[config.mk]
export PLATFORM = sky130hd
export DESIGN_NAME = hub75_simple_turn_on
export DESIGN_NICKNAME = d
export VERILOG_FILES = /design/src/rtl/hub75_simple_turn_on.sv
export SDC_FILE = /design/constraint.sdc
export NUM_CORES = 1
export LEC_CHECK = 0
export CAP_MARGIN = 20
export CORE_MARGIN = 2
export CORE_UTILIZATION = 55
export CTS_CLUSTER_DIAMETER = 60
export DETAILED_ROUTE_END_ITERATION = 10
export PLACE_DENSITY = 0.89
export SKIP_LAST_GASP = 1
export SLEW_MARGIN = 20
export SYNTH_ARGS = -nofsm -noshare
export SYNTH_HDL_FRONTEND = slang
export SYNTH_SLANG_ARGS = --single-unit
[constraint.sdc]
create_clock -name clk -period 4.35 [get_ports clk]
set_clock_uncertainty 0.05 [all_clocks]
set_input_delay 0.87 -clock clk [delete_from_list [all_inputs] [get_ports clk]]
set_output_delay 0.87 -clock clk [all_outputs]
set_load 0.01 [all_outputs]
[src/rtl/hub75_simple_turn_on.sv]
// HUB75 bring-up driver: shifts a fixed colour (or a test pattern when
// SIMPLE_TURN_ON_PATTERN_EN is defined) into every row pair, latches it, and displays it.
module hub75_simple_turn_on #(
    parameter int         COLS      = 32,
    parameter int         ON_CYCLES = 64,
    parameter logic [2:0] COLOR_TOP = 3'b111,
    parameter logic [2:0] COLOR_BOT = 3'b111
) (
    input  logic clk,
    input  logic resetn,
    output logic A,
    output logic B,
    output logic C,
    output logic D,
    output logic E,
    output logic R0,
    output logic G0,
    output logic B0,
    output logic R1,
    output logic G1,
    output logic B1,
    output logic LATCH,
    output logic nOE,
    output logic S_CLK,
    output logic LEDS
);

    localparam int CW = (COLS > 1) ? $clog2(COLS) : 1;
    localparam int OW = $clog2(ON_CYCLES + 1);
    localparam logic [CW-1:0] COL_LAST = CW'(COLS - 1);
    localparam logic [OW-1:0] ON_LAST  = OW'(ON_CYCLES - 1);

    typedef enum logic [1:0] {
        ST_SHIFT,
        ST_BLANK,
        ST_LATCH,
        ST_SHOW
    } state_t;

    state_t        state_reg, state_next;
    logic [CW-1:0] col_reg, col_next;
    logic          phase_reg, phase_next;
    logic [4:0]    row_reg, row_next;
    logic [OW-1:0] on_cnt_reg, on_cnt_next;

    logic [4:0]    addr_reg, addr_next;
    logic [5:0]    rgb_reg, rgb_next;
    logic          latch_reg, latch_next;
    logic          noe_reg, noe_next;
    logic          sclk_reg, sclk_next;
    logic          leds_reg, leds_next;

    logic [5:0]    shift_rgb;

`ifdef SIMPLE_TURN_ON_PATTERN_EN
    // Zero-extend so narrow COLS settings still have col bits 1 and 2.
    logic [CW+2:0] col_wide;
    assign col_wide  = {3'b000, col_reg};
    assign shift_rgb = {col_wide[0], col_wide[1], col_wide[2],
                        row_reg[0], row_reg[1], row_reg[2]};
`else
    assign shift_rgb = {COLOR_TOP, COLOR_BOT};
`endif

    // Outputs are registered from the current state, so each output
    // register shows the behaviour of the state that was just left.
    always_ff @(posedge clk) begin
        if (resetn) begin
            state_reg  <= ST_SHIFT;
            col_reg    <= '0;
            phase_reg  <= 1'b0;
            row_reg    <= '0;
            on_cnt_reg <= '0;
            addr_reg   <= '0;
            rgb_reg    <= '0;
            latch_reg  <= 1'b0;
            noe_reg    <= 1'b1;
            sclk_reg   <= 1'b0;
            leds_reg   <= 1'b0;
        end else begin
            state_reg  <= state_next;
            col_reg    <= col_next;
            phase_reg  <= phase_next;
            row_reg    <= row_next;
            on_cnt_reg <= on_cnt_next;
            addr_reg   <= addr_next;
            rgb_reg    <= rgb_next;
            latch_reg  <= latch_next;
            noe_reg    <= noe_next;
            sclk_reg   <= sclk_next;
            leds_reg   <= leds_next;
        end
    end

    always_comb begin
        state_next  = state_reg;
        col_next    = col_reg;
        phase_next  = phase_reg;
        row_next    = row_reg;
        on_cnt_next = on_cnt_reg;
        addr_next   = addr_reg;
        rgb_next    = rgb_reg;
        latch_next  = 1'b0;
        noe_next    = 1'b1;
        sclk_next   = 1'b0;
        // Sticky status: set the cycle after the first latch pulse.
        leds_next   = leds_reg | latch_reg;

        case (state_reg)
            ST_SHIFT: begin
                sclk_next  = phase_reg;
                phase_next = ~phase_reg;
                if (!phase_reg) begin
                    rgb_next = shift_rgb;
                end else if (col_reg == COL_LAST) begin
                    state_next = ST_BLANK;
                end else begin
                    col_next = col_reg + 1'b1;
                end
            end
            ST_BLANK: begin
                rgb_next   = '0;
                addr_next  = row_reg;
                state_next = ST_LATCH;
            end
            ST_LATCH: begin
                latch_next  = 1'b1;
                on_cnt_next = '0;
                state_next  = ST_SHOW;
            end
            ST_SHOW: begin
                noe_next = 1'b0;
                if (on_cnt_reg == ON_LAST) begin
                    row_next   = row_reg + 1'b1;
                    col_next   = '0;
                    phase_next = 1'b0;
                    state_next = ST_SHIFT;
                end else begin
                    on_cnt_next = on_cnt_reg + 1'b1;
                end
            end
            default: state_next = ST_SHIFT;
        endcase
    end

    assign {E, D, C, B, A}          = addr_reg;
    assign {R0, G0, B0, R1, G1, B1} = rgb_reg;
    assign LATCH = latch_reg;
    assign nOE   = noe_reg;
    assign S_CLK = sclk_reg;
    assign LEDS  = leds_reg;

endmodule

==> results.sh <==
export IMPL_worst_pin_slew_ns=0.759
export IMPL_worstHoldPathType="flop to flop"
export IMPL_rsz0062_at_grt="no"
export IMPL_io_pins=17
export IMPL_cp_end_kind="flop"
export IMPL_die_h_um=54.2
export IMPL_cp_startpoint="resetn"
export IMPL_grt_usage_pct=20.8
export IMPL_drive_above_1_share_pct=9.15
export IMPL_totalPowerFinal_uw=479
export IMPL_rr_startpoint="col_reg[0]"
export IMPL_finalCriticalPeriod_ns=2.57
export IMPL_antenna_cells=0
export IMPL_dp_hpwl_um=1780
export IMPL_die_width_um=54.2
export IMPL_routedWlPerCell_um=13.1
export IMPL_status="complete, no violations"
export IMPL_final_setup_worst_slack_ns=1.78
export IMPL_synth_top_family_by_area="simple AND/OR/NAND/NOR gates"
export IMPL_drtAntennaViolNets=0
export IMPL_routed_via_count=1092
export IMPL_yosysWarnings=0
export IMPL_ir_worst_vdd_mv=0.231
export IMPL_dp_slack_ns=1.42
export IMPL_fmax_ghz=0.390
export IMPL_critPathMaxStageDelay_ns=0.80
export IMPL_htree_levels=2
export IMPL_cts_root_buf="clkbuf_4"
export IMPL_grt_pass1_wl_um=4280
export IMPL_cts_resized=0
export IMPL_post_route_drc_count=0
export IMPL_cts_made_buffers=5
export IMPL_tritoncts="done"
export IMPL_critPathRequiredTime_ns=4.57
export IMPL_drtPass1Iterations=4
export IMPL_start_util_pct=57.0
export IMPL_setup_worst_path_start_class="input pin"
export IMPL_grt_overflow_total=0
export IMPL_drv_slew=0
export IMPL_hold_viol=0
export IMPL_yosys_area_share_simple_pct=19.4
export IMPL_async_reset_ff_share_pct=0
export IMPL_core_area_sq_um=2430
export IMPL_power_density_nw_per_um2=303
export IMPL_reg2reg_slack_ns=2.37
export IMPL_holdWs_ns=0.433
export IMPL_ys_seq_area_share_pct=43.3
export IMPL_path_buf_inv=2
export IMPL_clock_sinks=30
export IMPL_synth_area_leaders="dfxtp_1, ha_1, mux2i_1"
export IMPL_syn_to_final_growth_pct=14.0
export IMPL_synth_xor_area_share_pct=2.53
export IMPL_cts_buffer_depth=2
export IMPL_synthFlopType="dfxtp_1"
export IMPL_grt_pass1_vias=984
export IMPL_synth_compound_area_share_pct=14.5
export IMPL_synth_edf_count=0
export IMPL_cpLargestDelayFamily="simple AND/OR/NAND/NOR gates"
export IMPL_tns_ns=0
export IMPL_path_max_fanout=21
export IMPL_largest_reg_flops=7
export IMPL_antenna_found_initial=0
export IMPL_post_cts_setup_buffers=0
export IMPL_insertion_delay_ns=0.33
export IMPL_finalWirelength_um=2540
export IMPL_syn_area_per_cell_sq_um=9.24
export IMPL_multi_input_comb_area_sq_um=696
export IMPL_crit_chain="clkdlybuf4s50_1, and2b_4, inv_2, or4_1, nand3_1"
export IMPL_muxShareOfSynthArea_pct=6.50
export IMPL_synth_fa_ha_area_share_pct=7.22
export IMPL_num_rows=18
export IMPL_hold_buffers=0
export IMPL_setup_violations_final=0
export IMPL_die_area_sq_um=2940
export IMPL_cts_clk_slew_worst_paths_ns=0.09
export IMPL_fillers=193
export IMPL_io_buffers=16
export IMPL_viasPerCell=5.63
export IMPL_critical_path_arrival_ns=2.79
export IMPL_nets=173
export IMPL_gp_congestion=0.771
export IMPL_slew_headroom_pct=49.2
export IMPL_cap_violations=0
export IMPL_path_class="input pin to flop"
export IMPL_p_leak_uw=0.000610
export IMPL_hp_start="LEDS"
export IMPL_drt_iter0_markers=18
export IMPL_grt_start_max_net_pins=22
export IMPL_worst_path_max_delay_cell="clkdlybuf4s50_1"
export IMPL_finalCritPeriodShare_pct=59.0
export IMPL_syn_instance_count=150
export IMPL_netlist_area_leader_share_pct=43.3
export IMPL_ys_seq_elements=30
export IMPL_ff_latch_area_sq_um=601
export IMPL_synth_top_area_cell="dfxtp_1"
export IMPL_yosysUniqueCellTypes=39
export IMPL_syn_nets=160
export IMPL_synth_area_sq_um=1390
cells by family after synthesis:
kind of cell               count (synthesis)
and+or+nand+nor                           53
DFF                                       30
AOI/OAI and AO/OA                         29
buffers and inverters                     17
muxes                                      9
adders and majority gates                  8
xor gates and xnor gates                   4
worst min-delay path, cell delays in order, from the launching register on:
cell     delay, ns
dfxtp_1       0.32
nor2_1        0.08
nor2_1        0.05
placed cells by master (no fill, tap or decap), types with 2 or more instances in the layout:
cell type / netlist / routed
clkdlybuf4s50_1: 0 / 16
o21ai_1: 2 / 2
nand2_1: 10 / 10
and2_1: 3 / 3
nor2_1: 18 / 18
a211oi_1: 2 / 2
dfxtp_1: 30 / 30
mux2i_1: 9 / 9
a21oi_1: 7 / 7
a21boi_1: 2 / 2
xor2_1: 4 / 4
clkbuf_4: 0 / 5
and3_1: 3 / 3
inv_1: 5 / 5
o31a_1: 2 / 2
nand4_1: 3 / 3
nand3_1: 6 / 6
o21ai_0: 4 / 4
ha_1: 8 / 8
nor3_1: 3 / 3
inv_2: 2 / 2
path summary, 6_finish.rpt:
check                                endpoint  depth (start not counted)
worst min-delay path                     LEDS                          2
worst min register to register           LEDS                          2
worst max register to register     col_reg[3]                          7
worst max-delay path            on_cnt_reg[5]                          5
report_power, final:
group	total (uW)	switching, uW	internal (uW)
registers	282	3.77	278
logic	25.6	12.7	12.9
clock network	172	93.6	78.2
synth_stat cells (2+ instances only):
cell type and instances:
and3_1 3, ha_1 8, inv_1 5, o21ai_0 4, a21boi_1 2, dfxtp_1 30
o21ai_1 2, inv_2 2, xor2_1 4, o31a_1 2, nand2_1 10, clkbuf_1 4
buf_4 5, and2_1 3, mux2i_1 9, nor2_1 18, nor3_1 3, a21oi_1 7
a211oi_1 2, nand4_1 3, nand3_1 6
per-stage QoR:
stage | util (%) | instances | cell area, sq um
3_5_place_dp | 62.5 | 186 | 1520
5_1_grt | 65.0 | 194 | 1580
2_1_floorplan | - | 150 | 1390
3_3_place_gp | 62.5 | 186 | 1520
4_1_cts | 65.0 | 194 | 1580
6_report | 65.0 | 194 | 1580
final cells by class:
class                      count  area share (%)
multi-input combinational    103            44.0
sequential                    30            38.0
clock inverter                 1           0.317
timing repair buffer          16            10.1
clock buffer                   7            3.48
inverter                       7            1.66
tap                           30            2.38
routing by layer:
| layer | share of wire, % | global-route usage, % |
|---|---|---|
| met3 | 4.8 | 6.94 |
| met5 | 0 | 0 |
| met2 | 52 | 33.9 |
| met4 | 1.2 | 9.58 |
| met1 | 42 | 24.6 |
Note: power is estimated with default switching activity, not from simulation.
